==> config.mk <==
export PLATFORM = sky130hd
export DESIGN_NAME = riscv_bp_ctrl_flat
export DESIGN_NICKNAME = d
export VERILOG_FILES = /design/src/rtl/riscv_bp_ctrl_if.sv /design/src/rtl/riscv_bp_ctrl.sv /design/src/flat_wrapper.sv
export SDC_FILE = /design/constraint.sdc
export NUM_CORES = 1
export LEC_CHECK = 0
export ABC_AREA = 1
export BUFFER_PORTS_ARGS = -buffer_cell sky130_fd_sc_hd__buf_2
export CORE_ASPECT_RATIO = 0.5
export CORE_MARGIN = 2
export CORE_UTILIZATION = 45
export CTS_CLUSTER_DIAMETER = 80
export DETAILED_ROUTE_END_ITERATION = 7
export GPL_TIMING_DRIVEN = 1
export PLACE_DENSITY = 0.63
export RECOVER_POWER = 25
export SYNTH_ARGS = -nofsm -noshare
export SYNTH_HDL_FRONTEND = slang
export SYNTH_SLANG_ARGS = --single-unit
==> constraint.sdc <==
create_clock -name clk_i -period 3.4 [get_ports clk_i]
set_input_delay 0.68 -clock clk_i [delete_from_list [all_inputs] [get_ports clk_i]]
set_output_delay 0.68 -clock clk_i [all_outputs]
set_load 0.02 [all_outputs]
==> src/rtl/riscv_bp_ctrl_if.sv <==
// Port bundle between the fetch/branch units and the branch-prediction controller.
interface riscv_bp_ctrl_if #(
  parameter int XLEN = 32
);
  logic            id_stall_i;
  logic            bp_clear_i;
  logic [XLEN-1:0] if_nxt_pc_i;
  logic            if_nxt_pc_vld_i;
  logic [1:0]      bp_bp_predict_o;
  logic            bu_bp_update_i;
  logic [XLEN-1:0] bu_bp_pc_i;
  logic [1:0]      bu_bp_predict_i;
  logic            bu_bp_btaken_i;
  logic            bp_busy_o;

  modport slave (
    input  id_stall_i, bp_clear_i, if_nxt_pc_i, if_nxt_pc_vld_i,
           bu_bp_update_i, bu_bp_pc_i, bu_bp_predict_i, bu_bp_btaken_i,
    output bp_bp_predict_o, bp_busy_o
  );

  modport master (
    output id_stall_i, bp_clear_i, if_nxt_pc_i, if_nxt_pc_vld_i,
           bu_bp_update_i, bu_bp_pc_i, bu_bp_predict_i, bu_bp_btaken_i,
    input  bp_bp_predict_o, bp_busy_o
  );
endinterface

==> src/rtl/riscv_bp_ctrl.sv <==
// 2-bit counter branch predictor: single-port table shared between lookups and
// updates, with a 1-entry forwarding update buffer and an init/clear sweep FSM.
module riscv_bp_ctrl #(
  parameter int XLEN          = 32,
  parameter int BP_LOCAL_BITS = 6,
  parameter int BP_LSB        = 2
) (
  input  logic              clk_i,
  input  logic              rst_ni,
  riscv_bp_ctrl_if.slave    bp
);
  localparam int DEPTH = 2**BP_LOCAL_BITS;
  localparam logic [BP_LOCAL_BITS-1:0] LAST_IDX = {BP_LOCAL_BITS{1'b1}};

  typedef enum logic {INIT, RUN} state_e;

  typedef struct packed {
    logic [BP_LOCAL_BITS-1:0] idx;
    logic [1:0]               cnt;
  } upd_t;

  state_e                   state_q, state_d;
  logic [BP_LOCAL_BITS-1:0] init_idx_q, init_idx_d;
  logic                     buf_vld_q, buf_vld_d;
  upd_t                     buf_q, buf_d;
  logic [1:0]               pred_q, pred_d;
  logic [1:0]               tbl_q [DEPTH];

  logic                     wr_en;
  logic [BP_LOCAL_BITS-1:0] wr_idx;
  logic [1:0]               wr_data;

  logic                     lookup;
  logic [BP_LOCAL_BITS-1:0] lk_idx;
  upd_t                     upd_new;

  assign lookup  = bp.if_nxt_pc_vld_i & ~bp.id_stall_i;
  assign lk_idx  = bp.if_nxt_pc_i[BP_LSB +: BP_LOCAL_BITS];

  // The new counter value depends only on the predicted value carried down the pipe.
  always_comb begin
    upd_new.idx = bp.bu_bp_pc_i[BP_LSB +: BP_LOCAL_BITS];
    if (bp.bu_bp_btaken_i)
      upd_new.cnt = (bp.bu_bp_predict_i == 2'b11) ? 2'b11 : bp.bu_bp_predict_i + 2'b01;
    else
      upd_new.cnt = (bp.bu_bp_predict_i == 2'b00) ? 2'b00 : bp.bu_bp_predict_i - 2'b01;
  end

  always_comb begin
    state_d    = state_q;
    init_idx_d = init_idx_q;
    buf_vld_d  = buf_vld_q;
    buf_d      = buf_q;
    pred_d     = pred_q;
    wr_en      = 1'b0;
    wr_idx     = init_idx_q;
    wr_data    = 2'b01;
    unique case (state_q)
      INIT: begin
        wr_en     = 1'b1;
        buf_vld_d = 1'b0;
        if (lookup) pred_d = 2'b00;
        if (bp.bp_clear_i) begin
          init_idx_d = '0;
        end else begin
          init_idx_d = init_idx_q + 1'b1;
          if (init_idx_q == LAST_IDX) state_d = RUN;
        end
      end
      RUN: begin
        if (bp.bp_clear_i) begin
          state_d    = INIT;
          init_idx_d = '0;
          buf_vld_d  = 1'b0;
        end else if (buf_vld_q && bp.bu_bp_update_i) begin
          // Port is taken by the buffer drain; the lookup is sacrificed.
          wr_en   = 1'b1;
          wr_idx  = buf_q.idx;
          wr_data = buf_q.cnt;
          buf_d   = upd_new;
          if (lookup) pred_d = 2'b00;
        end else if (lookup) begin
          pred_d = (buf_vld_q && buf_q.idx == lk_idx) ? buf_q.cnt : tbl_q[lk_idx];
          if (bp.bu_bp_update_i) begin
            buf_vld_d = 1'b1;
            buf_d     = upd_new;
          end
        end else if (buf_vld_q) begin
          wr_en     = 1'b1;
          wr_idx    = buf_q.idx;
          wr_data   = buf_q.cnt;
          buf_vld_d = 1'b0;
        end else if (bp.bu_bp_update_i) begin
          wr_en   = 1'b1;
          wr_idx  = upd_new.idx;
          wr_data = upd_new.cnt;
        end
      end
      default: state_d = INIT;
    endcase
  end

  always_ff @(posedge clk_i) begin
    if (!rst_ni) begin
      state_q    <= INIT;
      init_idx_q <= '0;
      buf_vld_q  <= 1'b0;
      buf_q      <= '0;
      pred_q     <= 2'b00;
    end else begin
      state_q    <= state_d;
      init_idx_q <= init_idx_d;
      buf_vld_q  <= buf_vld_d;
      buf_q      <= buf_d;
      pred_q     <= pred_d;
    end
  end

  // Table needs no reset: the init sweep rewrites every entry.
  always_ff @(posedge clk_i) begin
    if (wr_en) tbl_q[wr_idx] <= wr_data;
  end

  assign bp.bp_bp_predict_o = pred_q;
  assign bp.bp_busy_o       = (state_q == INIT);

  logic unused_pc_bits;
  assign unused_pc_bits = ^{bp.if_nxt_pc_i[XLEN-1:BP_LSB+BP_LOCAL_BITS], bp.if_nxt_pc_i[BP_LSB-1:0],
                            bp.bu_bp_pc_i[XLEN-1:BP_LSB+BP_LOCAL_BITS], bp.bu_bp_pc_i[BP_LSB-1:0]};
endmodule
==> src/flat_wrapper.sv <==
// flat-port wrapper written by rule: the top's interface ports become plain ports
module riscv_bp_ctrl_flat 
#(
  parameter int XLEN          = 32,
  parameter int BP_LOCAL_BITS = 6,
  parameter int BP_LSB        = 2
)
  (clk_i, rst_ni, bp_id_stall_i, bp_bp_clear_i, bp_if_nxt_pc_i, bp_if_nxt_pc_vld_i, bp_bu_bp_update_i, bp_bu_bp_pc_i, bp_bu_bp_predict_i, bp_bu_bp_btaken_i, bp_bp_bp_predict_o, bp_bp_busy_o);
  riscv_bp_ctrl_if #(.XLEN(XLEN)) bp_i ();
  input  logic clk_i;
  input  logic rst_ni;
  input wire logic [$bits(bp_i.id_stall_i)-1:0] bp_id_stall_i;
  input wire logic [$bits(bp_i.bp_clear_i)-1:0] bp_bp_clear_i;
  input wire logic [$bits(bp_i.if_nxt_pc_i)-1:0] bp_if_nxt_pc_i;
  input wire logic [$bits(bp_i.if_nxt_pc_vld_i)-1:0] bp_if_nxt_pc_vld_i;
  input wire logic [$bits(bp_i.bu_bp_update_i)-1:0] bp_bu_bp_update_i;
  input wire logic [$bits(bp_i.bu_bp_pc_i)-1:0] bp_bu_bp_pc_i;
  input wire logic [$bits(bp_i.bu_bp_predict_i)-1:0] bp_bu_bp_predict_i;
  input wire logic [$bits(bp_i.bu_bp_btaken_i)-1:0] bp_bu_bp_btaken_i;
  output wire logic [$bits(bp_i.bp_bp_predict_o)-1:0] bp_bp_bp_predict_o;
  output wire logic [$bits(bp_i.bp_busy_o)-1:0] bp_bp_busy_o;
  assign bp_i.id_stall_i = bp_id_stall_i;
  assign bp_i.bp_clear_i = bp_bp_clear_i;
  assign bp_i.if_nxt_pc_i = bp_if_nxt_pc_i;
  assign bp_i.if_nxt_pc_vld_i = bp_if_nxt_pc_vld_i;
  assign bp_i.bu_bp_update_i = bp_bu_bp_update_i;
  assign bp_i.bu_bp_pc_i = bp_bu_bp_pc_i;
  assign bp_i.bu_bp_predict_i = bp_bu_bp_predict_i;
  assign bp_i.bu_bp_btaken_i = bp_bu_bp_btaken_i;
  assign bp_bp_bp_predict_o = bp_i.bp_bp_predict_o;
  assign bp_bp_busy_o = bp_i.bp_busy_o;
  riscv_bp_ctrl #(.XLEN(XLEN), .BP_LOCAL_BITS(BP_LOCAL_BITS), .BP_LSB(BP_LSB)) u_core (.clk_i(clk_i), .rst_ni(rst_ni), .bp(bp_i));
endmodule
After elaboration in Yosys (flattened, before gate mapping)
Memory sizes are Yosys's and may differ from the RTL's.
Index checks and enable logic that the tools add are counted.
{"block": "word_totals", "ff_bits": 18, "latchBits": 0, "ram_bits": 128, "romBits": 0, "output_inout_bits": 3, "wordCells": 74, "n_memories": 1}
{"block": "classes", "addsub": 3, "mul": 0, "n_div": 0, "n_lt_le_gt_ge": 0, "n_eq_ne": 8, "n_shift": 0, "mux": 44, "bitwise": 4, "reduce_logical": 8}
{"memory": "u_core.tbl_q", "words": 64, "word_bits": 2, "read_ports": 1, "rd_ports_with_merged_regs": 0, "write_ports": 1, "line_no": "riscv_bp_ctrl.sv:27", "source": "logic [1:0] tbl_q [DEPTH];"}
{"operator": "two-way mux 6 bit", "count": 8}
{"operator": "two-way mux 2 bit", "count": 14}
{"operator": "two-way mux 8 bit", "count": 3}
{"operator": "two-way mux 1 bit", "count": 14}
{"operator": "case mux 6 bit (2 select lines)", "count": 1}
{"operator": "adder 6 x 1 -> 6 bit, second input constant", "count": 1}
{"operator": "equality test 6 bit", "count": 1}
{"operator": "equality test 6 bit, second input constant", "count": 1}
{"operator": "!= test 3 bit, second input constant", "count": 2}
{"operator": "case mux 1 bit (2 select lines)", "count": 3}
{"operator": "!= test 2 bit, second input constant", "count": 2}
{"operator": "!= test 4 bit, second input constant", "count": 1}
{"operator": "case mux 2 bit (2 select lines)", "count": 1}
{"operator": "AND reduction 2 bit", "count": 2}
{"operator": "AND reduction 4 bit", "count": 1}
{"operator": "nonzero test 2 bit", "count": 2}
{"operator": "NOT 1 bit", "count": 3}
{"operator": "adder 2 x 1 -> 2 bit, second input constant", "count": 1}
{"operator": "equality test 2 bit, second input constant", "count": 1}
{"operator": "logical AND 1 bit", "count": 2}
{"operator": "logical NOT 2 bit", "count": 1}
{"operator": "subtractor 2 x 1 -> 2 bit, second input constant", "count": 1}
{"operator": "bitwise AND 1 bit", "count": 1}

Longest topological paths before layout
Gate-level depths: netlist of the first run.
{"block": "depth", "ltp_word": 9, "depth_mapped": 13, "ltp_nobuf": 11}

Worst setup path before layout of the first run
OpenSTA, ideal clock, no wires.
{"block": "synth_timing", "path_kind": "input port to flip-flop", "from": "in bp_bu_bp_update_i", "to": "mem u_core.tbl_q[0][1], data pin", "setup_ns": 0.588, "t_arrival_ns": 2.882, "t_required_ns": 2.812, "slack_ns": -0.070, "path_stages": 4, "path_buffers": 0, "cell_sequence": "nand2_1 > o21ai_0 > nand3_1 > a31oi_1"}
{"block": "synth_via", "elab_chain_cells": 6, "word_cells_on_any_way": 7}
{"item": "from (decl)", "line_no": "flat_wrapper.sv:16", "source": "input wire logic [$bits(bp_i.bu_bp_update_i)-1:0] bp_bu_bp_update_i;"}
{"item": "two-way mux 2 bit", "line_no": "riscv_bp_ctrl.sv:93", "source": "end else if (bp.bu_bp_update_i) begin"}
{"item": "two-way mux 2 bit", "line_no": "riscv_bp_ctrl.sv:88", "source": "end else if (buf_vld_q) begin"}
{"item": "two-way mux 2 bit", "line_no": "riscv_bp_ctrl.sv:82", "source": "end else if (lookup) begin"}
{"item": "two-way mux 2 bit *", "line_no": "riscv_bp_ctrl.sv:75", "source": "end else if (buf_vld_q && bp.bu_bp_update_i) begin"}
{"item": "two-way mux 2 bit *", "line_no": "riscv_bp_ctrl.sv:71", "source": "if (bp.bp_clear_i) begin"}
{"item": "two-way mux 2 bit *", "line_no": "riscv_bp_ctrl.sv:58", "source": "unique case (state_q)"}
{"item": "via u_core.wr_data[1]", "line_no": "riscv_bp_ctrl.sv:31", "source": "logic [1:0] wr_data;"}
{"item": "to (decl)", "line_no": "riscv_bp_ctrl.sv:27"}
The timed path passes the listed nets; every way through them passes the cells marked *.

Worst setup path after layout of the first run
{"block": "layout_timing", "from": "reg u_core.state_q", "to": "reg u_core.buf_q[2] (netlist bit)"}
{"block": "layout_via", "elab_chain_cells": 1}
{"item": "from (decl)", "line_no": "riscv_bp_ctrl.sv:22", "source": "state_e state_q, state_d;"}
{"item": "from (signal assigned)", "line_no": "riscv_bp_ctrl.sv:111", "source": "state_q <= state_d;"}
{"item": "AND reduction 4 bit (no source line)"}
{"item": "to (signal assigned)", "line_no": "riscv_bp_ctrl.sv:114", "source": "buf_q <= buf_d;"}
{"item": "to (decl)", "line_no": "riscv_bp_ctrl.sv:25", "source": "upd_t buf_q, buf_d;"}
Every way passes these cells.
A chain may end at the register's enable or synchronous reset.

==> results of run 1 <==
[path summary, 6_finish.rpt]
path | startpoint | end | cells after the start
max | u_core.state_q$_SDFF_PN0_ | u_core.buf_q[2]$_SDFFE_PN0P_ | 7
min | u_core.buf_q[5]$_SDFFE_PN0P_ | u_core.buf_q[5]$_SDFFE_PN0P_ | 2
min reg2reg | u_core.buf_q[5]$_SDFFE_PN0P_ | u_core.buf_q[5]$_SDFFE_PN0P_ | 2
max reg2reg | u_core.state_q$_SDFF_PN0_ | u_core.buf_q[2]$_SDFFE_PN0P_ | 7
[stage by stage]
stage          cells  setup WS (ns)
5_1_grt          917          0.506
4_1_cts          917           1.07
3_3_place_gp     885          0.746
3_5_place_dp     885          0.697
2_1_floorplan    682          0.781
6_report         917          0.812
[layer usage]
metal | up-vias | share of wire (%) | global-route usage [%]
met5 | - | 0 | 0
met4 | 0 | 1.3 | 6.97
met3 | 19 | 6.1 | 3.32
met2 | 142 | 47 | 34.4
met1 | 2360 | 45 | 27.4
li1 | 2395 | - | -
[cell type report]
class | count | area share [%]
timing repair buffer | 31 | 2.35
sequential | 146 | 54.8
clock buffer | 18 | 5.60
tap | 198 | 3.23
multi-input combinational | 476 | 30.3
clock inverter | 14 | 1.99
inverter | 34 | 1.70
[cell usage after synthesis (3+ instances only)]
cell,n
nor3_1,4
nand3_1,121
o21ai_0,18
a31oi_1,4
dfxtp_1,18
clkinv_1,3
buf_2,15
inv_1,22
inv_2,8
nand2_2,6
nor2_2,3
xor2_1,3
nor2_4,4
nand3_2,8
a21oi_1,7
o21ai_4,6
edfxtp_1,128
o32ai_1,6
nand2_1,186
clkbuf_1,10
nor2_1,88
[critical path, stage by stage (launching register included)]
cell,delay (ns)
dfxtp_1,0.41
inv_2,0.14
nor2_1,0.46
inv_2,0.13
nor3_1,0.70
inv_1,0.34
o21ai_0,0.23
a21oi_1,0.06
[placed cells by master (no fill, tap or decap), types with 2 or more instances in the layout]
master      count
bufinv_16       2
o21ai_0        18
nand2_2         7
nand3_4         2
clkinv_2        2
buf_4           6
nand3_2         8
o22ai_1         2
o32ai_1         6
nor2_8          2
nor3_1          5
nand2_1       185
o21ai_4         6
dfxtp_1        18
nand3_1       121
clkinvlp_4      2
clkinv_4        2
inv_1          22
clkbuf_1        5
buf_2          19
nor2_1         89
inv_6           4
clkbuf_16      17
clkinv_1        4
edfxtp_1      128
a21oi_1         7
inv_2           8
xor2_1          3
nor2_4          4
nor2_2          2
a31oi_1         3
[logic make-up (layout without fill, tap and decap cells)]
kind of cell	Yosys count	count (layout)	synth area share [%]
adders and majority gates	1	1	0.185
and+or+nand+nor	425	425	28.5
buffers and inverters	60	97	3.64
DFF	146	146	62.1
xor gates and xnor gates	3	3	0.388
AOI/OAI and AO/OA	47	47	5.27
[report_power, final]
part	switching [µW]	total [µW]	internal, µW
Clock	762	1850	1090
Sequential	2.70	1930	1920
Combinational	141	202	61.4
Total	905	3980	3080
[registers in the layout, summed over array words and instances, names as in the netlist]
signal,flops
u_core.tbl_q,128
u_core.buf_q,8
u_core.init_idx_q,6
u_core.bp.bp_bp_predict_o,2
u_core.buf_vld_q,1
u_core.state_q,1
==> results.ini, run 1 <==
[synthesis]
synth_top_area_share_pct=56.8
post_synth.cell_area_avg_um2=9.93
synth-edff-count=128
netlist_instances=682
ys.flop_type=edfxtp_1
synth_nets=756
synthTopCellsByArea=edfxtp_1, nand2_1, nand3_1
synth_top_area_cell=edfxtp_1
synthArstFlopShare_pct=0
ys_seq_elements=146
ys.warnings.count=0
synth_area_um2=6770
synth_cell_types=32
ys_seq_area_share_pct=62.1

[setup_path]
arrival_ns=2.89
cp.required_ns=3.70
endpoint_kind=register
cp_max_fo=10
ff2ff_setup_slack_ns=0.81
worst-setup-path-type=register to register
cp-start-kind=register

[timing]
worst_hold_slack_ns=0.502
relSlewSlack_pct=15.4
fmax_ghz=0.386
skew_ns=0.00949
finalSetupTns_ns=0
fin_crit_ns=2.59
worst_pin_slew_ns=1.27
rsz0062_at_grt=no
fin_crit_sh_pct=76.1
slew_violations=0
setup_viol=0
finalHoldViolCount=0

[cts]
cts_root_buffer=clkbuf_16
clockBufferDepth=2
cts_buffers=17
cts_hold_buf=0
postCtsSetupBuffers=0
clock_sinks=146
clkTransAtPathRegs_ns=0.06
post_cts_resized=0
clk_latency_ns=0.42
cts_tree=built
cts.htree.levels=4

[job]
maxCapViolations=0

[floorplan]
boundaryPins=76
start_util_pct=46.4
core-area_um2=14600
die-height_um=90.8
rows=31
dieArea_um2=16100
dieWidth_um=177

[min_path]
min_path_type=register to register

[cells_and_area]
drive_gt1_share_pct=13.8
multi_input_comb_area_um2=2330
nets=780
num_antenna_cells=0
stdcell_area_um2=7670
final_core_util_pct=52.6
area_growth_pct=13.2
num-fill-cells=1308
regArea_um2=4200

[route]
ant_nets=0
drt_iter0_drc=358
avgViaCountPerCell=5.36
dr.pass1.iters=5
via_count=4916
wl_per_cell_um=17.1
routed_wl_mm=15.6
drc_errors=0

[outcome]
outcome=completed

[grt]
overflow=0
grt_pass1_vias=4805
antenna_found_initial=0
grt_usage_pct=20.6
grt_max_degree=66
grt_first_pass_wirelength_mm=25.0

[place]
port_buffers=23
place_congestion=0.838
postPlaceCellArea_um2=7110
dp_hpwl_mm=9.74

[power]
totalPowerFinal_uw=3980
peakVddDrop_uv=411
pwr_density_cell_nw_per_um2=519
p_leak_uw=0.00289

Note: power is estimated with default switching activity, not from simulation.
==> run 2: changes to the inputs <==
- ABC_AREA: 1 -> 0
- PLACE_DENSITY: 0.63 -> 0.61
- clock period: 3.4 -> 2.6 ns (I/O delays scaled with it)
==> results.ini, run 2 <==
[outcome]
outcome=completed

[cts]
cts_tree=built
clockBufferDepth=2
cts_root_buffer=clkbuf_16
cts.htree.levels=4
clkTransAtPathRegs_ns=0.07
clock_sinks=146
cts_buffers=17
clk_latency_ns=0.42
postCtsSetupBuffers=0

[timing]
worst_pin_slew_ns=1.24
fin_crit_ns=2.36
finalHoldViolCount=0
relSlewSlack_pct=17.4
setup_viol=0
fmax_ghz=0.424
fin_crit_sh_pct=90.7
rsz0062_at_grt=no
worst_hold_slack_ns=0.373
slew_violations=0
finalSetupTns_ns=0
skew_ns=0.00957

[grt]
grt_use_met1_pct=31.1
grt_max_degree=65
grt_pass1_vias=4115
grt_busiest_layer=met1
overflow=0
grt_usage_pct=21.1
use_met3_pct=5.48
antenna_found_initial=0
grt_first_pass_wirelength_mm=23.7
use_met2_pct=30.6

[cells_and_area]
top_register=u_core.tbl_q
stdcell_area_um2=7770
area_growth_pct=18.0
final_common_cell=edfxtp_1
num_antenna_cells=0
largest_register_ffs=128
drive_gt1_share_pct=23.7
nets=610
final_core_util_pct=54.0
reg_top3=u_core.tbl_q: 128 flops, u_core.buf_q: 8 flops, u_core.init_idx_q: 6 flops
most-common-layout-cells=edfxtp_1, nor2_1, buf_4, mux2i_1, mux4_2

[synthesis]
synth_top_area_cell=edfxtp_1
netlist_instances=476
synth-edff-count=128
synth_nets=550
synth_top_area_share_pct=58.3
post_synth.cell_area_avg_um2=13.8
synth_cell_types=56
ys_seq_elements=146
ys_seq_area_share_pct=63.8
ys.flop_type=edfxtp_1
synth_area_um2=6590
synthArstFlopShare_pct=0
ys.warnings.count=0
synthTopCellsByArea=edfxtp_1, mux4_2, dfxtp_1
synth.most_common_cell=edfxtp_1
synth_common_cells=edfxtp_1, nor2_1, mux2i_1

[route]
ant_nets=0
via_count=4318
drt_iter0_drc=442
drc_errors=0
wl_per_cell_um=20.9
routed_wl_mm=15.6
dr.pass1.iters=5
avgViaCountPerCell=5.78

[place]
dp_hpwl_mm=10.6
port_buffers=23
postPlaceCellArea_um2=7220
place_congestion=0.856

[power]
pwr_density_cell_nw_per_um2=673
peakVddDrop_uv=503
p_leak_uw=0.00294

[min_path]
min_path_type=input port to register
hold_depth=3
holdPathEnd=u_core.buf_q[6]$_SDFFE_PN0P_
min_from=bp_bu_bp_pc_i[6]

[floorplan]
dieArea_um2=15700
start_util_pct=45.8
rows=31
die-height_um=89.6
core-area_um2=14400
boundaryPins=76
dieWidth_um=175

[setup_path]
cp-start-kind=register
r2r_cells=7
worstReg2RegEnd=u_core.tbl_q[6][1]$_DFFE_PP_
worst-setup-path-type=register to register
cp.required_ns=2.71
endpoint_kind=register
r2r_start=u_core.buf_vld_q$_SDFFE_PN0P_
cp_max_fo=8
arrival_ns=2.47
ff2ff_setup_slack_ns=0.24

[job]
maxCapViolations=0

-- run 2: cell count changes after synthesis, moves of 8 or more --
cell     previous run  this run
mux4_2              0        24
nor2b_1             0        16
nand2_1           186        20
o21ai_0            18         4
nand3_1           121        21
mux2i_1             0        25
nor2_1             88        62
nor3_1              4        18
inv_1              22        10
o22ai_1             2        10
-- run 2: layout make-up --
| class | instances | area, µm² |
|---|---|---|
| Inverter | 12 | 45.0 |
| Timing Repair Buffer | 68 | 485 |
| Multi-Input combinational cell | 291 | 2190 |
| Tap cell | 198 | 248 |
| Clock inverter | 14 | 166 |
| Sequential cell | 146 | 4210 |
| Clock buffer | 18 | 429 |
| Fill cell | 1185 | 6620 |
-- run 2: what timing repair did --
item | in CTS | in global routing
resized for setup | 0 | 1
hold buffers | 0 | 0
setup endpoints to repair | 0 | 6
-- run 2: routing by layer --
metal  routed length, µm  vias up
li1                    -     1960
met1                7130     2155
met2                6720      183
met3                1540       20
met4                 216        0
met5                   0        -
-- run 2: worst max-delay path by stage --
stage / startpoint / endpoint / depth (start not counted)
finish: u_core.buf_vld_q$_SDFFE_PN0P_ / u_core.tbl_q[6][1]$_DFFE_PP_ / 7
global route: bp_if_nxt_pc_vld_i / u_core.tbl_q[39][1]$_DFFE_PP_ / 7
CTS: u_core.buf_vld_q$_SDFFE_PN0P_ / u_core.tbl_q[47][0]$_DFFE_PP_ / 6
detailed placement: bp_if_nxt_pc_vld_i / u_core.tbl_q[39][0]$_DFFE_PP_ / 7
global placement: bp_if_nxt_pc_vld_i / u_core.tbl_q[39][1]$_DFFE_PP_ / 7
floorplan: bp_id_stall_i / u_core.tbl_q[41][0]$_DFFE_PP_ / 7
-- run 2: where the power goes --
part	internal, µW	switching [µW]	leakage [µW]
clock network	1450	1040	0.000295
logic	89.3	133	0.00105
registers	2510	3.88	0.00159
-- run 2: through the flow --
step | power [µW] | setup slack [ns] | std cells
after CTS | 5250 | 0.0985 | 747
final | 5230 | 0.242 | 747
after global routing | 5380 | 0.0699 | 747
after floorplan | 2710 | 0.187 | 476
after global placement | 2790 | -0.0483 | 715
after detailed placement | 2790 | -0.103 | 715
-- run 2: logic make-up after synthesis --
kind of cell             synth area share [%]
AO/OA/AOI/OAI                            7.60
XOR/XNOR                                 1.33
adder cells (fa/ha/maj)                 0.494
buffers and inverters                    2.85
flip-flops                               63.8
multiplexers                             12.2
AND/OR/NAND/NOR                          11.8
-- run 2: critical path, stage by stage (launching register included) --
cell,delay [ns]
dfxtp_2,0.37
inv_1,0.11
nand3_2,0.17
o22a_1,0.29
o22a_1,0.22
buf_4,0.14
or3_1,0.51
nor2_1,0.22
==> run 3: changes to the inputs <==
- REMOVE_ABC_BUFFERS: unset -> 1
==> results.ini, run 3 (same netlist as run 2, synthesis figures left out) <==
[cts]
clockBufferDepth=2
clk_latency_ns=0.42
cts.htree.levels=4
cts_root_buffer=clkbuf_16
post_cts_resized=0
postCtsSetupBuffers=0
clock_sinks=146
clkTransAtPathRegs_ns=0.07
cts_tree=built
cts_buffers=17
cts_hold_buf=0

[route]
dr.pass1.iters=5
via_count=4196
ant_nets=0
avgViaCountPerCell=5.56
wl_per_cell_um=20.1
routed_wl_mm=15.1
drc_errors=0
drt_iter0_drc=373

[cells_and_area]
reg_top3=u_core.tbl_q: 128 flops, u_core.buf_q: 8 flops, u_core.init_idx_q: 6 flops
area_growth_pct=18.1
largest_register_ffs=128
top_register=u_core.tbl_q
multi_input_comb_area_um2=2210
num_antenna_cells=0
num-fill-cells=1195
final_common_cell=edfxtp_1
drive_gt1_share_pct=25.3
most-common-layout-cells=edfxtp_1, nor2_1, buf_4, mux2i_1, mux4_2
nets=618
regArea_um2=4200

[floorplan]
core-area_um2=14400
dieWidth_um=175
die-height_um=89.6
rows=31
dieArea_um2=15700
boundaryPins=76
start_util_pct=45.8

[place]
port_buffers=23
place_congestion=0.880
dp_hpwl_mm=10.6

[timing]
skew_ns=0.0102
fin_crit_sh_pct=91.8
finalSetupTns_ns=0
rsz0062_at_grt=no
worst_pin_slew_ns=1.03
setup_viol=0
fmax_ghz=0.419
finalHoldViolCount=0
slew_violations=0
relSlewSlack_pct=31.3
fin_crit_ns=2.39

[power]
pwr-share-clk_pct=46.6
pwr-share-comb_pct=4.2
totalPowerFinal_uw=5120
peakVddDrop_uv=455
swShare_pct=22.8
p_int_uw=3950
pwr_density_cell_nw_per_um2=658
p_sw_uw=1170
power_frac_seq_pct=49.2
p_leak_uw=0.00295

[grt]
grt_pass1_vias=4133
grt_max_degree=65
grt_usage_pct=20.3
overflow=0
antenna_found_initial=0
grt_first_pass_wirelength_mm=23.3

[setup_path]
endpoint_kind=register
cp-start-kind=register
crit_chain=inv_1 > nand3_2 > o22a_1 > buf_4 > o22a_1 > or3_1 > nor2_1
crit_top_cell=o22a_1
worst-setup-path-type=register to register
cpMaxStageDelayCell=or3_1
cp_max_fo=8
worst_path_largest_cell_delay_ns=0.49
arrival_ns=2.50
cp.required_ns=2.71

[outcome]
outcome=completed

[job]
maxCapViolations=0

[min_path]
min_path_type=input port to register

run 3: critical path: cells and delay by family, from the launching register on:
kind                   cells  cell delay (ns)
AO/OA/AOI/OAI              2             0.49
buffers and inverters      2             0.30
flip-flops                 1             0.40
AND/OR/NAND/NOR            3             0.89
run 3: layout make-up:
type / instances / area share [%]
tap: 198 / 3.18
timing repair buffer: 76 / 6.51
inverter: 12 / 0.579
clock inverter: 15 / 1.88
clock buffer: 17 / 5.47
sequential: 146 / 54.0
multi-input combinational: 291 / 28.4
run 3: metrics by stage:
stage,hold WS [ns],setup slack (ns),instance area (µm²),instances,util (%)
floorplan,0.498,-0.368,6450,449,-
global placement,0.532,-0.0148,7230,723,50.2
detailed placement,0.542,-0.0503,7230,723,50.2
CTS,0.372,0.201,7800,755,54.2
global route,0.386,0.0468,7780,755,54.1
finish,0.380,0.212,7780,755,54.1
run 3: power groups by stage:
stage	Sequential [µW]	Clock, µW	Combinational (µW)
finish	2520	2390	217
global route	2520	2520	235
CTS	2520	2420	217
detailed placement	2570	0	216
global placement	2570	0	215
floorplan	2570	0	100
run 3: layer usage:
layer | global-route usage [%] | wire length (µm) | part of all wire [%] | vias to the layer above
li1 | - | - | - | 1979
met1 | 29.6 | 7300 | 48 | 2099
met2 | 31.3 | 6840 | 45 | 106
met3 | 4.34 | 876 | 5.8 | 12
met4 | 5.53 | 136 | 0.90 | 0
met5 | 0 | 0 | 0 | -
run 3: worst paths after layout:
check / from / to / slack (ns) / cells after the start
worst min-delay path: bp_bu_bp_pc_i[6] / u_core.buf_q[6]$_SDFFE_PN0P_ / 0.38 / 3
worst min register to register: u_core.buf_q[1]$_SDFFE_PN0P_ / u_core.buf_q[1]$_SDFFE_PN0P_ / 0.56 / 2
worst max-delay path: u_core.buf_vld_q$_SDFFE_PN0P_ / u_core.tbl_q[7][1]$_DFFE_PP_ / 0.21 / 7
worst max register to register: u_core.buf_vld_q$_SDFFE_PN0P_ / u_core.tbl_q[7][1]$_DFFE_PP_ / 0.21 / 7
